===== src/rtl/mem_arbiter_pkg.sv =====
// Shared definitions for the CPU-side memory arbiter: FSM encoding and the
// value forced into the byte-offset bits when word-aligning an address.
package mem_arbiter_pkg;

  typedef enum logic [2:0] {
    IDLE  = 3'd0,
    DREQ  = 3'd1,
    DWAIT = 3'd2,
    IREQ  = 3'd3,
    IWAIT = 3'd4
  } state_t;

  localparam logic [1:0] WORD_MASK = 2'b00;

endpackage


===== src/rtl/mem_req_latch.sv =====
// Capture registers for the fetch and data requests seen while the arbiter
// is idle; addresses are stored already word-aligned.
module mem_req_latch
  import mem_arbiter_pkg::*;
#(
  parameter int AW = 32
) (
  input  logic          clk,
  input  logic          rst,
  input  logic          capture,
  input  logic [AW-1:0] icache_addr,
  input  logic          icache_re,
  input  logic [AW-1:0] dcache_addr,
  input  logic          dcache_re,
  input  logic [3:0]    dcache_we,
  input  logic [31:0]   dcache_din,
  output logic [AW-1:0] i_addr,
  output logic [AW-1:0] d_addr,
  output logic [3:0]    d_we,
  output logic [31:0]   d_din,
  output logic          i_pend,
  output logic          d_pend
);

  always_ff @(posedge clk) begin
    if (rst) begin
      i_addr <= '0;
      d_addr <= '0;
      d_we   <= '0;
      d_din  <= '0;
      i_pend <= 1'b0;
      d_pend <= 1'b0;
    end else if (capture) begin
      i_addr <= {icache_addr[AW-1:2], WORD_MASK};
      d_addr <= {dcache_addr[AW-1:2], WORD_MASK};
      d_we   <= dcache_we;
      d_din  <= dcache_din;
      i_pend <= icache_re;
      d_pend <= dcache_re | (|dcache_we);
    end
  end

endmodule


===== src/rtl/mem_arbiter.sv =====
// Serialises a cycle's data access and instruction fetch onto one memory
// channel, data first; stalls the CPU until both have completed.
module mem_arbiter
  import mem_arbiter_pkg::*;
#(
  parameter int AW = 32
) (
  input  logic          clk,
  input  logic          rst,
  input  logic [AW-1:0] icache_addr,
  input  logic          icache_re,
  input  logic [AW-1:0] dcache_addr,
  input  logic          dcache_re,
  input  logic [3:0]    dcache_we,
  input  logic [31:0]   dcache_din,
  output logic [31:0]   instruction,
  output logic [31:0]   dcache_dout,
  output logic          stall,
  output logic          mem_req_valid,
  input  logic          mem_req_ready,
  output logic [AW-1:0] mem_req_addr,
  output logic [3:0]    mem_req_we,
  output logic [31:0]   mem_req_wdata,
  input  logic          mem_resp_valid,
  input  logic [31:0]   mem_resp_data
);

  state_t        state, nxt;
  logic [AW-1:0] i_addr, d_addr;
  logic [3:0]    d_we;
  logic [31:0]   d_din;
  logic          i_pend, d_pend;
  logic          ld_i, ld_d;
  logic          d_req_in;

  assign d_req_in = dcache_re | (|dcache_we);

  mem_req_latch #(.AW(AW)) u_latch (
    .clk         (clk),
    .rst         (rst),
    .capture     (state == IDLE),
    .icache_addr (icache_addr),
    .icache_re   (icache_re),
    .dcache_addr (dcache_addr),
    .dcache_re   (dcache_re),
    .dcache_we   (dcache_we),
    .dcache_din  (dcache_din),
    .i_addr      (i_addr),
    .d_addr      (d_addr),
    .d_we        (d_we),
    .d_din       (d_din),
    .i_pend      (i_pend),
    .d_pend      (d_pend)
  );

  assign stall         = (state != IDLE);
  assign mem_req_addr  = (state == IREQ || state == IWAIT) ? i_addr : d_addr;
  assign mem_req_wdata = d_din;

  always_comb begin
    nxt           = state;
    mem_req_valid = 1'b0;
    mem_req_we    = 4'b0000;
    ld_i          = 1'b0;
    ld_d          = 1'b0;
    case (state)
      IDLE: begin
        // Decision uses the live inputs so the first request issues right
        // after the capture edge.
        if (d_req_in)       nxt = DREQ;
        else if (icache_re) nxt = IREQ;
      end
      DREQ: begin
        mem_req_valid = 1'b1;
        mem_req_we    = d_we;
        if (mem_req_ready) nxt = DWAIT;
      end
      DWAIT: begin
        if (mem_resp_valid) begin
          ld_d = d_pend && (d_we == 4'b0000);
          nxt  = i_pend ? IREQ : IDLE;
        end
      end
      IREQ: begin
        mem_req_valid = 1'b1;
        if (mem_req_ready) nxt = IWAIT;
      end
      IWAIT: begin
        if (mem_resp_valid) begin
          ld_i = 1'b1;
          nxt  = IDLE;
        end
      end
      default: nxt = IDLE;
    endcase
  end

  always_ff @(posedge clk) begin
    if (rst) begin
      state       <= IDLE;
      instruction <= '0;
      dcache_dout <= '0;
    end else begin
      state <= nxt;
      if (ld_i) instruction <= mem_resp_data;
      if (ld_d) dcache_dout <= mem_resp_data;
    end
  end

endmodule


===== config.mk =====
export PLATFORM = sky130hd
export DESIGN_NAME = mem_arbiter
export DESIGN_NICKNAME = d
export VERILOG_FILES = /design/src/rtl/mem_arbiter_pkg.sv /design/src/rtl/mem_req_latch.sv /design/src/rtl/mem_arbiter.sv
export SDC_FILE = /design/constraint.sdc
export NUM_CORES = 1
export LEC_CHECK = 0
export CORE_ASPECT_RATIO = 1.4
export CORE_MARGIN = 2
export CORE_UTILIZATION = 42
export DETAILED_ROUTE_END_ITERATION = 8
export GPL_ROUTABILITY_DRIVEN = 0
export PLACE_DENSITY = 0.8
export SETUP_SLACK_MARGIN = 0.3
export SLEW_MARGIN = 40
export SYNTH_ARGS = -nofsm -noshare
export SYNTH_HDL_FRONTEND = slang
export SYNTH_SLANG_ARGS = --single-unit

===== constraint.sdc =====
create_clock -name clk -period 1.79 [get_ports clk]
set_input_delay 0.358 -clock clk [delete_from_list [all_inputs] [get_ports clk]]
set_output_delay 0.358 -clock clk [all_outputs]
set_load 0.01 [all_outputs]

==> results.json <==
{
  "synthCells": 740,
  "synth_compound_gate_area_share_pct": 11.61,
  "worstPathArrival_ps": 1860,
  "hold_end": "dcache_dout[8]$_SDFFE_PP0P_",
  "cts_hold_buf": 0,
  "synth_largest_area_cell": "dfxtp_1",
  "final.setup.tns_ps": -11530,
  "tightest_slew_ps": 589.1,
  "portBuffers": 265,
  "design.die.area_um2": 15890,
  "dieHeight_um": 148.4,
  "syn_area_um2": 6252,
  "path_cells": "inv_4 -> nor2_4 -> a22o_4 -> bufbuf_16 -> mux2_4 -> buf_2",
  "drive_above_1_share_pct": 19.09,
  "grt_pass1_wl_mm": 28.90,
  "worst_ep_required_time_ps": 1430,
  "path_clk_slew_ps": 70,
  "routed_wl_mm": 21.23,
  "reg2reg_depth": 6,
  "path_class": "reg -> out",
  "setup_viol": 34,
  "grt_usage_pct": 23.04,
  "skew_ps": 17.12,
  "timing_max_transition_violations_final": 0,
  "synthArstFlopShare_pct": 0,
  "synth_xor_area_share_pct": 0,
  "hold_viol": 0,
  "crit_path_max_fanout": 5,
  "crit_path_end_kind": "output port",
  "synthAdderAreaFrac_pct": 0,
  "via_per_inst": 4.990,
  "period_share_pct": 123.8,
  "cts_buffer_depth": 2,
  "ys_ff_latch": 165,
  "grt_pass1_vias": 5622,
  "status": "finished, violations left",
  "cp_slowest_stage_delay_ps": 370,
  "yosys-top-cells-area": "dfxtp_1 53%, nand2_1 15%, a21oi_1 10%",
  "period_minus_slack_ps": 2216,
  "dr.pass1.iters": 4,
  "muxShareOfSynthArea_pct": 10.53,
  "syn_to_final_growth_pct": 67.84,
  "max_freq_mhz": 451.2,
  "overflow": 0,
  "r2r_slack_ps": 170,
  "stdcell_area_um2": 10490,
  "hold_path.class": "in -> reg",
  "holdPathStages": 2,
  "htree_levels": 4,
  "reg2reg_to": "dcache_dout[28]$_SDFFE_PP0P_",
  "drv_cap": 0,
  "insertion_delay_ps": 420,
  "grt_antenna_before_repair": 1,
  "peakVddDrop_uv": 814.9,
  "slowest_stage": "dfxtp_4",
  "synth_top_area_share_pct": 52.83,
  "power.density_nw_per_um2": 1489,
  "clock_sinks": 165,
  "p_leak_nw": 4.761,
  "hp-start": "rst",
  "die_x_um": 107.1,
  "dp.final_hpwl_mm": 12.79,
  "finalWorstSetupSlack_ps": -426.4,
  "synth-edff-count": 0,
  "vias": 6098,
  "grt_max_degree": 98,
  "final_cell_mix": "254 x nand2_1, 162 x dfxtp_1, 132 x clkdlybuf4s50_1",
  "drc": 0,
  "start_kind": "flip-flop",
  "final_antenna_net_count": 0,
  "synth_cell_type_count": 35,
  "cts-root-buf": "clkbuf_16",
  "ys_seq_area_share_pct": 52.83,
  "rsz0062_at_grt": "yes",
  "fin_nets": 1157,
  "final_core_util_pct": 72.33,
  "synth_top_family_by_area": "simple AND/OR/NAND/NOR gates",
  "drt_iter0_markers": 255,
  "crit_start": "state[0]$_SDFFE_PP0P_",
  "core_um2": 14510,
  "power_mw": 15.62,
  "numCtsBuffers": 17,
  "synth_ff_type": "dfxtp_1",
  "post_dp_cell_area_um2": 9260,
  "worst-path-buf-inv": 3,
  "final_common_cell": "nand2_1",
  "cts_tree": "done",
  "ios": 272,
  "reg2reg_from": "state[0]$_SDFFE_PP0P_",
  "place_ws_ps": -273.7,
  "max-slew-margin-rel_pct": 60.73,
  "row_count": 52,
  "violations": "negative setup slack",
  "wl_per_cell_um": 17.37,
  "synth_area_per_cell_um2": 8.449,
  "ys_warn_count": 0,
  "synthSimpleGateAreaFrac_pct": 20.07,
  "critPathTopFamily": "buffers and inverters",
  "start_util_pct": 43.09
}
## where the power goes
| part | internal (mW) | total (mW) | leakage (nW) | switching [mW] |
|---|---|---|---|---|
| Combinational | 3.63 | 6.97 | 3.11 | 3.34 |
| Clock | 2.01 | 3.74 | 0.296 | 1.72 |
| Sequential | 4.44 | 4.91 | 1.35 | 0.475 |
| Total | 10.1 | 15.6 | 4.76 | 5.54 |
## registers in the layout, indices dropped and copies added (netlist names)
name / flops
u_latch.d_addr: 30
u_latch.i_pend: 1
u_latch.d_pend: 1
u_latch.i_addr: 30
instruction: 32
dcache_dout: 32
u_latch.d_din: 32
u_latch.d_we: 4
state: 3
## through the flow
step	std cells	hold WS (ps)
6_report	1222	420.8
5_1_grt	1222	422.7
4_1_cts	1203	403.7
3_5_place_dp	1165	446.1
3_3_place_gp	1165	440.9
2_1_floorplan	741	435.8
## area by class of cell
class | count | area [µm²]
Fill cell | 1142 | 4015
Timing Repair Buffer | 314 | 3344
Sequential cell | 165 | 3314
Multi-Input combinational cell | 517 | 2970
Clock buffer | 17 | 425.4
Tap cell | 189 | 236.5
Clock inverter | 15 | 182.7
Inverter | 4 | 17.52
Antenna cell | 1 | 2.502
## worst reg2reg max path, delay by kind of cell, from the launching register on
kind,cells,cell delay [ps]
AND/OR/NAND/NOR,3,540
multiplexers,1,210
flip-flops,1,370
buffers and inverters,2,380
## worst max-delay path by stage
stage	endpoint	depth (start not counted)
after floorplan	mem_req_addr[10]	4
after global placement	mem_req_addr[18]	5
after detailed placement	mem_req_addr[25]	5
after CTS	mem_req_addr[28]	7
after global routing	mem_req_addr[24]	7
final	mem_req_addr[16]	6
## logic make-up (layout without fill, tap and decap cells)
group,after synthesis,in the layout
other cells,1,3
compound gates,138,138
buf+inv,59,350
simple gates,315,315
flops,165,165
mux,62,62
## synthesized netlist by cell type, types with 3 or more instances
cell type	count
mux2i_1	32
clkbuf_1	30
buf_6	7
and2_1	4
buf_2	14
dfxtp_1	165
a21oi_1	129
buf_4	4
nand2_1	258
nor2_1	38
mux2_2	28
inv_1	3
## routing by layer
| metal | part of all wire [%] | wire [µm] | track usage (%) | up-vias |
|---|---|---|---|---|
| li1 | - | - | - | 2974 |
| met1 | 38 | 8006 | 26.46 | 2885 |
| met2 | 53 | 11350 | 40.60 | 209 |
| met3 | 6.6 | 1408 | 6.486 | 30 |
| met4 | 2.2 | 465 | 8.117 | 0 |
| met5 | 0 | 0 | 0 | - |
## repair_timing
item	CTS	global route
gates resized for setup	298	52
hold endpoints to repair	0	0
setup buffers	3	6
pin swaps	6	13
cloned	3	12
endpoints found under the setup margin	233	114
Power figures use the tool's default switching activity.
